<file path="src/rtl/cpu_isa_pkg.sv">
// Shared ISA definitions for the fetch path: field widths, opcodes
// and the {pc, instr} record carried from fetch towards decode.
package cpu_isa_pkg;

    localparam int PC_W    = 16;
    localparam int INSTR_W = 9;
    localparam int OPC_W   = 5;

    localparam logic [OPC_W-1:0] OP_ADD  = 5'b00000;
    localparam logic [OPC_W-1:0] OP_SUB  = 5'b00001;
    localparam logic [OPC_W-1:0] OP_AND  = 5'b00010;
    localparam logic [OPC_W-1:0] OP_OR   = 5'b00011;
    localparam logic [OPC_W-1:0] OP_XOR  = 5'b00100;
    localparam logic [OPC_W-1:0] OP_LD   = 5'b01000;
    localparam logic [OPC_W-1:0] OP_ST   = 5'b01001;
    localparam logic [OPC_W-1:0] OP_BEQ  = 5'b10000;
    localparam logic [OPC_W-1:0] OP_JMP  = 5'b10001;
    localparam logic [OPC_W-1:0] OP_HALT = 5'b11010;
    localparam logic [OPC_W-1:0] OP_TBD  = 5'b11111;

    typedef struct packed {
        logic [PC_W-1:0]    pc;
        logic [INSTR_W-1:0] instr;
    } fetch_entry_t;

endpackage

</file>
<file path="src/rtl/fetch_fifo.sv">
// Prefetch FIFO between ROM read and decode. The head is held in its
// own register, so a pushed word is never visible in the same cycle.
import cpu_isa_pkg::*;

module fetch_fifo #(
    parameter int DEPTH = 2,
    parameter int WIDTH = PC_W + INSTR_W
) (
    input  logic                   clk,
    input  logic                   rst_n,
    input  logic                   push,
    input  logic                   pop,
    input  logic                   flush,
    input  logic [WIDTH-1:0]       din,
    output logic [WIDTH-1:0]       head,
    output logic                   valid,
    output logic [$clog2(DEPTH):0] count
);

    localparam int AW = $clog2(DEPTH);

    logic [WIDTH-1:0] mem [DEPTH];
    logic [AW-1:0]    rd_ptr;
    logic [AW-1:0]    wr_ptr;
    logic [AW-1:0]    rd_nxt;
    logic [AW:0]      cnt_left;
    logic [AW:0]      cnt_nxt;
    logic             do_pop;

    // Next read pointer and occupancy after this cycle's pop/push.
    always_comb begin
        do_pop   = pop && (count != '0);
        rd_nxt   = rd_ptr + AW'(do_pop);
        cnt_left = count - (AW+1)'(do_pop);
        cnt_nxt  = cnt_left + (AW+1)'(push);
    end

    // Storage array; contents are qualified by count, so no reset.
    always_ff @(posedge clk) begin
        if (push && !flush) begin
            mem[wr_ptr] <= din;
        end
    end

    // Pointers, count and the registered head; head holds when empty.
    always_ff @(posedge clk) begin
        if (!rst_n) begin
            rd_ptr <= '0;
            wr_ptr <= '0;
            count  <= '0;
            valid  <= 1'b0;
            head   <= '0;
        end else if (flush) begin
            rd_ptr <= '0;
            wr_ptr <= '0;
            count  <= '0;
            valid  <= 1'b0;
        end else begin
            if (push) begin
                wr_ptr <= wr_ptr + 1'b1;
            end
            rd_ptr <= rd_nxt;
            count  <= cnt_nxt;
            valid  <= (cnt_nxt != '0);
            if (cnt_nxt != '0) begin
                head <= (cnt_left == '0) ? din : mem[rd_nxt];
            end
        end
    end

endmodule

</file>
<file path="src/rtl/instr_fetch_unit.sv">
// Instruction fetch: PC, ROM addressing, redirect and HALT handling.
// Define FETCH_STATS_EN to add the stall_cnt_o full-FIFO stall counter.
import cpu_isa_pkg::*;

module instr_fetch_unit #(
    parameter int                PC_W     = cpu_isa_pkg::PC_W,
    parameter int                INSTR_W  = cpu_isa_pkg::INSTR_W,
    parameter int                OPC_W    = cpu_isa_pkg::OPC_W,
    parameter int                DEPTH    = 2,
    parameter logic [PC_W-1:0]   RESET_PC = '0,
    parameter logic [OPC_W-1:0]  HALT_OPC = OP_HALT
) (
    input  logic                   clk,
    input  logic                   rst_n,
    output logic [PC_W-1:0]        rom_pc_o,
    input  logic [INSTR_W-1:0]     rom_instr_i,
    input  logic                   redirect_i,
    input  logic [PC_W-1:0]        redirect_pc_i,
    output logic                   dec_valid_o,
    input  logic                   dec_ready_i,
    output logic [INSTR_W-1:0]     dec_instr_o,
    output logic [PC_W-1:0]        dec_pc_o,
    output logic                   halted_o,
`ifdef FETCH_STATS_EN
    output logic [31:0]            stall_cnt_o,
`endif
    output logic [$clog2(DEPTH):0] fifo_cnt_o
);

    localparam int CNT_W = $clog2(DEPTH) + 1;

    typedef enum logic {
        FETCH,
        HALTED
    } state_t;

    state_t          state;
    logic [PC_W-1:0] pc;
    logic            pop;
    logic            full;
    logic            push;
    logic            is_halt;

    assign rom_pc_o = pc;
    assign halted_o = (state == HALTED);
    assign pop      = dec_valid_o && dec_ready_i;
    assign full     = (fifo_cnt_o == CNT_W'(DEPTH));
    assign push     = (state == FETCH) && !redirect_i
                   && (!full || pop);
    assign is_halt  =
        (rom_instr_i[INSTR_W-1 -: OPC_W] == HALT_OPC);

    fetch_fifo #(
        .DEPTH (DEPTH),
        .WIDTH (PC_W + INSTR_W)
    ) u_fifo (
        .clk   (clk),
        .rst_n (rst_n),
        .push  (push),
        .pop   (pop),
        .flush (redirect_i),
        .din   ({pc, rom_instr_i}),
        .head  ({dec_pc_o, dec_instr_o}),
        .valid (dec_valid_o),
        .count (fifo_cnt_o)
    );

    // PC and fetch state: redirect beats push, HALT parks the fetcher.
    always_ff @(posedge clk) begin
        if (!rst_n) begin
            state <= FETCH;
            pc    <= RESET_PC;
        end else if (redirect_i) begin
            state <= FETCH;
            pc    <= redirect_pc_i;
        end else if (push) begin
            pc <= pc + 1'b1;
            if (is_halt) begin
                state <= HALTED;
            end
        end
    end

`ifdef FETCH_STATS_EN
    // Saturating count of cycles lost to a full FIFO while fetching.
    always_ff @(posedge clk) begin
        if (!rst_n) begin
            stall_cnt_o <= '0;
        end else if ((state == FETCH) && full && !pop
                     && !redirect_i && (stall_cnt_o != '1)) begin
            stall_cnt_o <= stall_cnt_o + 32'd1;
        end
    end
`endif

endmodule

</file>
<file path="config.mk">
export PLATFORM = sky130hd
export DESIGN_NAME = instr_fetch_unit
export DESIGN_NICKNAME = d
export VERILOG_FILES = /design/src/rtl/cpu_isa_pkg.sv /design/src/rtl/fetch_fifo.sv /design/src/rtl/instr_fetch_unit.sv
export SDC_FILE = /design/constraint.sdc
export NUM_CORES = 1
export LEC_CHECK = 0
export ABC_AREA = 1
export BUFFER_PORTS_ARGS = -buffer_cell sky130_fd_sc_hd__buf_2
export CAP_MARGIN = 0
export CORE_ASPECT_RATIO = 2
export CORE_MARGIN = 2
export CORE_UTILIZATION = 57
export CTS_CLUSTER_DIAMETER = 100
export DETAILED_ROUTE_END_ITERATION = 16
export GPL_TIMING_DRIVEN = 0
export PLACE_DENSITY_LB_ADDON = 0.2
export SYNTH_ARGS = -nofsm -noshare
export SYNTH_HDL_FRONTEND = slang
export SYNTH_HIERARCHICAL = 1
export SYNTH_SLANG_ARGS = --single-unit
</file>
<file path="constraint.sdc">
create_clock -name clk -period 4.5 [get_ports clk]
set_clock_uncertainty 0.2 [all_clocks]
set_input_delay 0.45 -clock clk [delete_from_list [all_inputs] [get_ports clk]]
set_output_delay 0.45 -clock clk [all_outputs]
set_load 0.02 [all_outputs]
</file>
==> impl_metrics.tcl, run 1 <==
set metrics [dict create \
    vdd_drop_max_mv 0.272 \
    clk-insertion-delay-late_ns 0.34 \
    ys_warn_count 6 \
    grt_use_total 0.252 \
    die-area_um2 9540 \
    tightest_slew_ns 0.779 \
    synth.top_cells.by_count "inv_1, nand2_1, nand3_1, nor2_1, edfxtp_1" \
    wl_per_cell_um 14.3 \
    die_h_um 136 \
    yosysTopAreaCell "edfxtp_1" \
    start_util 0.580 \
    path_class "reg -> reg" \
    synth_seq_area_share 0.491 \
    cts_resized 0 \
    grt_pass1_vias 4136 \
    path_max_fanout 10 \
    synth-edff-count 50 \
    clockBufferDepth 2 \
    cts_htree_levels 3 \
    worst_setup_path_end_kind "flop" \
    rsz0062_at_grt "false" \
    drtPass1Iterations 5 \
    hold_viol 0 \
    min_period_ns 2.55 \
    crit_end "u_fifo/head[20]" \
    routed_wl_um 11600 \
    drv_cap 0 \
    cp-start-kind "flop" \
    postSynthCellCount 623 \
    ys_seq_elements 97 \
    ant_nets 0 \
    diodes 0 \
    status "complete, no violations" \
    r2r_cells 14 \
    post-cts-setup-buffer-count 0 \
    fin_nets 743 \
    worstReg2RegStart "u_fifo/count[1]" \
    drtIter0Drc 261 \
    antenna_found_initial 0 \
    worst-r2r-setup-slack_ns 1.95 \
    setup_violations 0 \
    dp.cells 800 \
    io_pins 74 \
    crit_path_start "u_fifo/count[1]" \
    arrival_ns 2.62 \
    io_buffers 73 \
    syn-num-nets 655 \
    dp_hpwl_um 8530 \
    ys_types 34 \
    synth_area_leaders "edfxtp_1, dfxtp_1, inv_1, nand2_1, nand3_1" \
    cts_num_sinks 97 \
    r2r-end "u_fifo/head[20]" \
    via_per_inst 5.20 \
    slew_viol_final 0 \
    cp.required_ns 4.57 \
    place_congestion 0.879 \
    slew_headroom 0.478 \
    async_flop_share 0 \
    rows 48 \
    grt_pass1_wl_um 18700 \
    areaGrowthSynthToFinish_pct 17.2 \
    grt_start_max_net_pins 16 \
    cts_buffers 9 \
    final_cell_count_no_fill 816 \
    core_area_um2 8590 \
    synth_flop_cell "edfxtp_1" \
    leakage_nw 2.88 \
    post-synth-top-count-cell "inv_1" \
    worstHoldPathType "in -> reg" \
    period_share 0.566 \
    holdBufCountCts 0 \
    post-synth-top-area-fraction 0.302 \
    cts_tree "done" \
    p_total_w 0.00218 \
    cts.reportedPaths.clkPinSlew_ns 0.07 \
    p_per_area_nw_per_um2 373 \
    syn_area_um2 4980 \
    syn_avg_cell_area_um2 7.99 \
    grt_overflow_total 0 \
    drive_above_1_share 0.239 \
    cts-root-buf "clkbuf_16" \
    remaining_drc_errors 0 \
    die_w_um 70.1 \
    dr_total_vias 4245 \
    fmax_mhz 393 \
]
## logic make-up after synthesis
logic type                 count (synthesis)  share of synthesized area
and+or+nand+nor                          308                      0.297
adders and majority gates                  3                    0.00754
AOI/OAI and AO/OA                         59                     0.0689
xor gates and xnor gates                   3                    0.00528
buffers and inverters                    153                      0.131
DFF                                       97                      0.491
## cells in the final DEF, fill, tap and decap left out, drive strengths merged
| cell | synthesis | routed |
|---|---|---|
| ha | 3 | 3 |
| o211ai | 1 | 1 |
| xor2 | 3 | 3 |
| clkinv | 1 | 4 |
| inv | 131 | 131 |
| nor2 | 88 | 88 |
| bufinv | 0 | 2 |
| nand2 | 130 | 130 |
| o21bai | 3 | 3 |
| clkbuf | 3 | 13 |
| a21oi | 40 | 40 |
| o21ai | 11 | 11 |
| a21boi | 1 | 1 |
| dfxtp | 47 | 47 |
| buf | 18 | 95 |
| nor4 | 1 | 1 |
| edfxtp | 50 | 50 |
| nand3 | 85 | 85 |
| o221ai | 1 | 1 |
| clkinvlp | 0 | 1 |
| nand4 | 2 | 2 |
| a22oi | 2 | 2 |
| nor3 | 2 | 2 |
## per-stage QoR
stage / utilization / worst slack (ns) / hold slack [ns] / instance area, um^2 / setup TNS [ns]
after floorplan: - / 1.12 / 0.260 / 4980 / 0
after global placement: 0.637 / -0.145 / 0.268 / 5470 / -6.04
after detailed placement: 0.643 / 1.74 / 0.306 / 5520 / 0
after CTS: 0.679 / 1.94 / 0.104 / 5840 / 0
after global routing: 0.679 / 1.75 / 0.108 / 5840 / 0
final: 0.679 / 1.95 / 0.108 / 5840 / 0
## power by group
group,internal [W],switching (W)
registers,0.000990,0.0000427
clock network,0.000484,0.000316
logic,0.000120,0.000223
total,0.00159,0.000581
## flip-flops by register name, summed over array words and instances, names as in the netlist
signal and count:
u_fifo/mem 50, u_fifo/head 25, rom_pc_o 16, u_fifo/count 2, halted_o 1, u_fifo/rd_ptr 1, u_fifo/valid 1, u_fifo/wr_ptr 1
## worst min path at each step
stage                                  end  slack, ns  cells past startpoint      startpoint
after floorplan              u_fifo/wr_ptr       0.26                      2   u_fifo/wr_ptr
after global placement       u_fifo/wr_ptr       0.27                      2   u_fifo/wr_ptr
after detailed placement    u_fifo/head[6]       0.31                      4  u_fifo/head[6]
after CTS                 u_fifo/mem[1][0]       0.10                      1  rom_instr_i[0]
after global routing      u_fifo/mem[0][0]       0.11                      1  rom_instr_i[0]
final                     u_fifo/mem[1][0]       0.11                      1  rom_instr_i[0]
## critical path: stages, from the launching register on
cell	delay (ns)
dfxtp_1	0.43
inv_2	0.09
nand2_4	0.10
nand2_4	0.07
inv_1	0.07
ha_1	0.22
inv_1	0.17
ha_1	0.22
inv_1	0.07
nand3_1	0.10
nand3_2	0.20
nand2_4	0.16
buf_4	0.20
nor2_1	0.05
a21oi_1	0.13
## layer usage
layer / wire, um / global-route usage
met5: 0 / 0
met4: 408 / 0.131
met3: 428 / 0.0311
met1: 4390 / 0.265
met2: 6400 / 0.478
## layout make-up
type                       instances  area, um^2
inverter                         132         498
sequential                        97        2440
clock inverter                     6        82.6
buffer                            21         153
multi-input combinational        373        1900
fill                             731        2750
clock buffer                      10         229
timing repair buffer              77         410
tap                              100         125
(Power assumes the default switching activity.)
==> run 2: changes to the inputs <==
--- a/config.mk
+++ b/config.mk
@@ -10,7 +10,7 @@
 export CAP_MARGIN = 0
 export CORE_ASPECT_RATIO = 2
 export CORE_MARGIN = 2
-export CORE_UTILIZATION = 57
+export CORE_UTILIZATION = 52
 export CTS_CLUSTER_DIAMETER = 100
 export DETAILED_ROUTE_END_ITERATION = 16
 export GPL_TIMING_DRIVEN = 0
==> constraint.sdc (replaced) <==
create_clock -name clk -period 2.1 [get_ports clk]
set_clock_uncertainty 0.2 [all_clocks]
set_input_delay 0.21 -clock clk [delete_from_list [all_inputs] [get_ports clk]]
set_output_delay 0.21 -clock clk [all_outputs]
set_load 0.02 [all_outputs]
==> run 2 against run 1 <==
Against the previous run:
- the flow now finishes with violations (negative setup slack)
- design area is 12% higher
- worst setup slack worse by 2.0 ns
- sequential power is 110% higher
- fmax is 21% higher
- routed wire length is 10% higher
- critical path depth unchanged
- via count increased by 4.5%
- combinational power rose to 2.8 times the previous value
==> impl_metrics.tcl, run 2 (same netlist as run 1, synthesis figures left out) <==
set metrics [dict create \
    p_per_area_nw_per_um2 735 \
    drv_cap 0 \
    rsz0062_at_grt "true" \
    layout_common_cells "inv_1, nand2_1, buf_2" \
    cts_htree_levels 3 \
    path_max_fanout 10 \
    io_buffers 73 \
    cts_tree "done" \
    io_pins 74 \
    min_period_ns 2.11 \
    setup_violations 4 \
    drtPass1Iterations 6 \
    drive_above_1_share 0.336 \
    clockBufferDepth 2 \
    rows 50 \
    cp-start-kind "flop" \
    fmax_mhz 474 \
    core_area_um2 9320 \
    diodes 0 \
    dp_hpwl_um 8400 \
    die_h_um 142 \
    multi_input_area_um2 2190 \
    antenna_found_initial 0 \
    fillCellCount 747 \
    min_from "redirect_pc_i[12]" \
    status "complete, but fails checks" \
    arrival_ns 2.15 \
    largest_reg_flops 50 \
    period_share 1.00 \
    slew_headroom 0.641 \
    r2r-end "u_fifo/head[23]" \
    start_util 0.534 \
    largest_register "u_fifo/mem" \
    worst-r2r-setup-slack_ns -0.009 \
    grt_start_max_net_pins 17 \
    cts_buffers 9 \
    setup_slack_ns -0.00925 \
    layout_commonest_cell "inv_1" \
    tightest_slew_ns 0.538 \
    dr_total_vias 4434 \
    cp.required_ns 2.14 \
    grt_pass1_wl_um 19800 \
    place_congestion 0.904 \
    drtIter0Drc 334 \
    cts-root-buf "clkbuf_16" \
    crit_end "u_fifo/head[23]" \
    grt_pass1_vias 4047 \
    ant_nets 0 \
    tns_ns -0.0196 \
    die-area_um2 10400 \
    vdd_drop_max_mv 0.456 \
    grt_use_total 0.252 \
    p_total_w 0.00481 \
    violations "negative setup slack" \
    grt_overflow_total 0 \
    remaining_drc_errors 0 \
    cts.reportedPaths.clkPinSlew_ns 0.07 \
    routed_wl_um 12800 \
    via_per_inst 5.19 \
    r2r_cells 14 \
    leakage_nw 3.07 \
    fin_nets 777 \
    worstHoldPathType "in -> reg" \
    crit_path_start "u_fifo/count[1]" \
    worstReg2RegStart "u_fifo/count[1]" \
    path_class "reg -> reg" \
    worst_setup_path_end_kind "flop" \
    slew_viol_final 0 \
    clk-insertion-delay-late_ns 0.35 \
    cts_num_sinks 97 \
    hold_viol 0 \
    wl_per_cell_um 15.0 \
    die_w_um 73.2 \
    areaGrowthSynthToFinish_pct 31.3 \
    seq_area_um2 2460 \
]
[run 2: cell count changes in the layout (fill, tap and decap cells not counted), sizes merged]
cell,previous run,this run
dlygate4sd3,0,17
clkinv,4,3
clkinvlp,1,4
buf,95,109
nor3,2,4
bufinv,2,1
[run 2: layout make-up]
type / count / area share
flip-flops and latches: 97 / 0.376
multi-input cells: 375 / 0.336
repair buffers: 109 / 0.116
inverters: 132 / 0.0790
clock buffers: 9 / 0.0344
plain buffers: 21 / 0.0279
well taps: 104 / 0.0199
clock inverters: 7 / 0.0109
[run 2: what timing repair did]
item                                   CTS  global route
gates cloned                             3             1
buffers inserted                        14             3
pin swaps                                9            11
setup endpoints to repair               76            58
endpoints found under the hold margin   26             0
hold buffers                            17             0
resized for setup                       20            66
[run 2: power by group]
part / internal (W) / total, W / leakage, nW / switching, W
Combinational: 0.000379 / 0.000953 / 2.08 / 0.000574
Clock: 0.000920 / 0.00164 / 0.137 / 0.000719
Sequential: 0.00212 / 0.00221 / 0.857 / 0.0000935
[run 2: critical path: stages, from the launching register on]
cell,delay [ns]
dfxtp_4,0.37
inv_4,0.06
nand2_4,0.06
nand2_4,0.06
inv_2,0.04
ha_4,0.28
inv_4,0.04
ha_4,0.17
inv_4,0.06
nand3_1,0.10
nand3_2,0.10
nand2_2,0.08
buf_6,0.16
nor2_1,0.15
a21oi_2,0.06
[run 2: worst min path at each step]
stage / to / slack (ns) / cells after the start
6_report: rom_pc_o[12] / 0.004 / 5
5_1_grt: rom_pc_o[12] / 0.03 / 5
4_1_cts: rom_pc_o[12] / 0.001 / 5
3_5_place_dp: u_fifo/mem[1][0] / 0.22 / 1
3_3_place_gp: u_fifo/mem[0][1] / 0.22 / 1
2_1_floorplan: rom_pc_o[3] / 0.11 / 2
[run 2: metrics by stage]
| step | utilization | std cells | setup WS (ns) | hold WS, ns | cell area [um^2] |
|---|---|---|---|---|---|
| 2_1_floorplan | - | 623 | -0.0555 | 0.108 | 5030 |
| 3_3_place_gp | 0.593 | 800 | -0.584 | 0.224 | 5530 |
| 3_5_place_dp | 0.593 | 800 | -0.625 | 0.222 | 5530 |
| 4_1_cts | 0.672 | 850 | -0.000194 | 0.00126 | 6260 |
| 5_1_grt | 0.701 | 854 | -0.0869 | 0.0265 | 6540 |
| 6_report | 0.701 | 854 | -0.00925 | 0.00407 | 6540 |
[run 2: metal layers]
layer	routed length [um]	global-route usage
met5	0	0
met4	444	0.0965
met3	600	0.0446
met2	7210	0.465
met1	4560	0.276
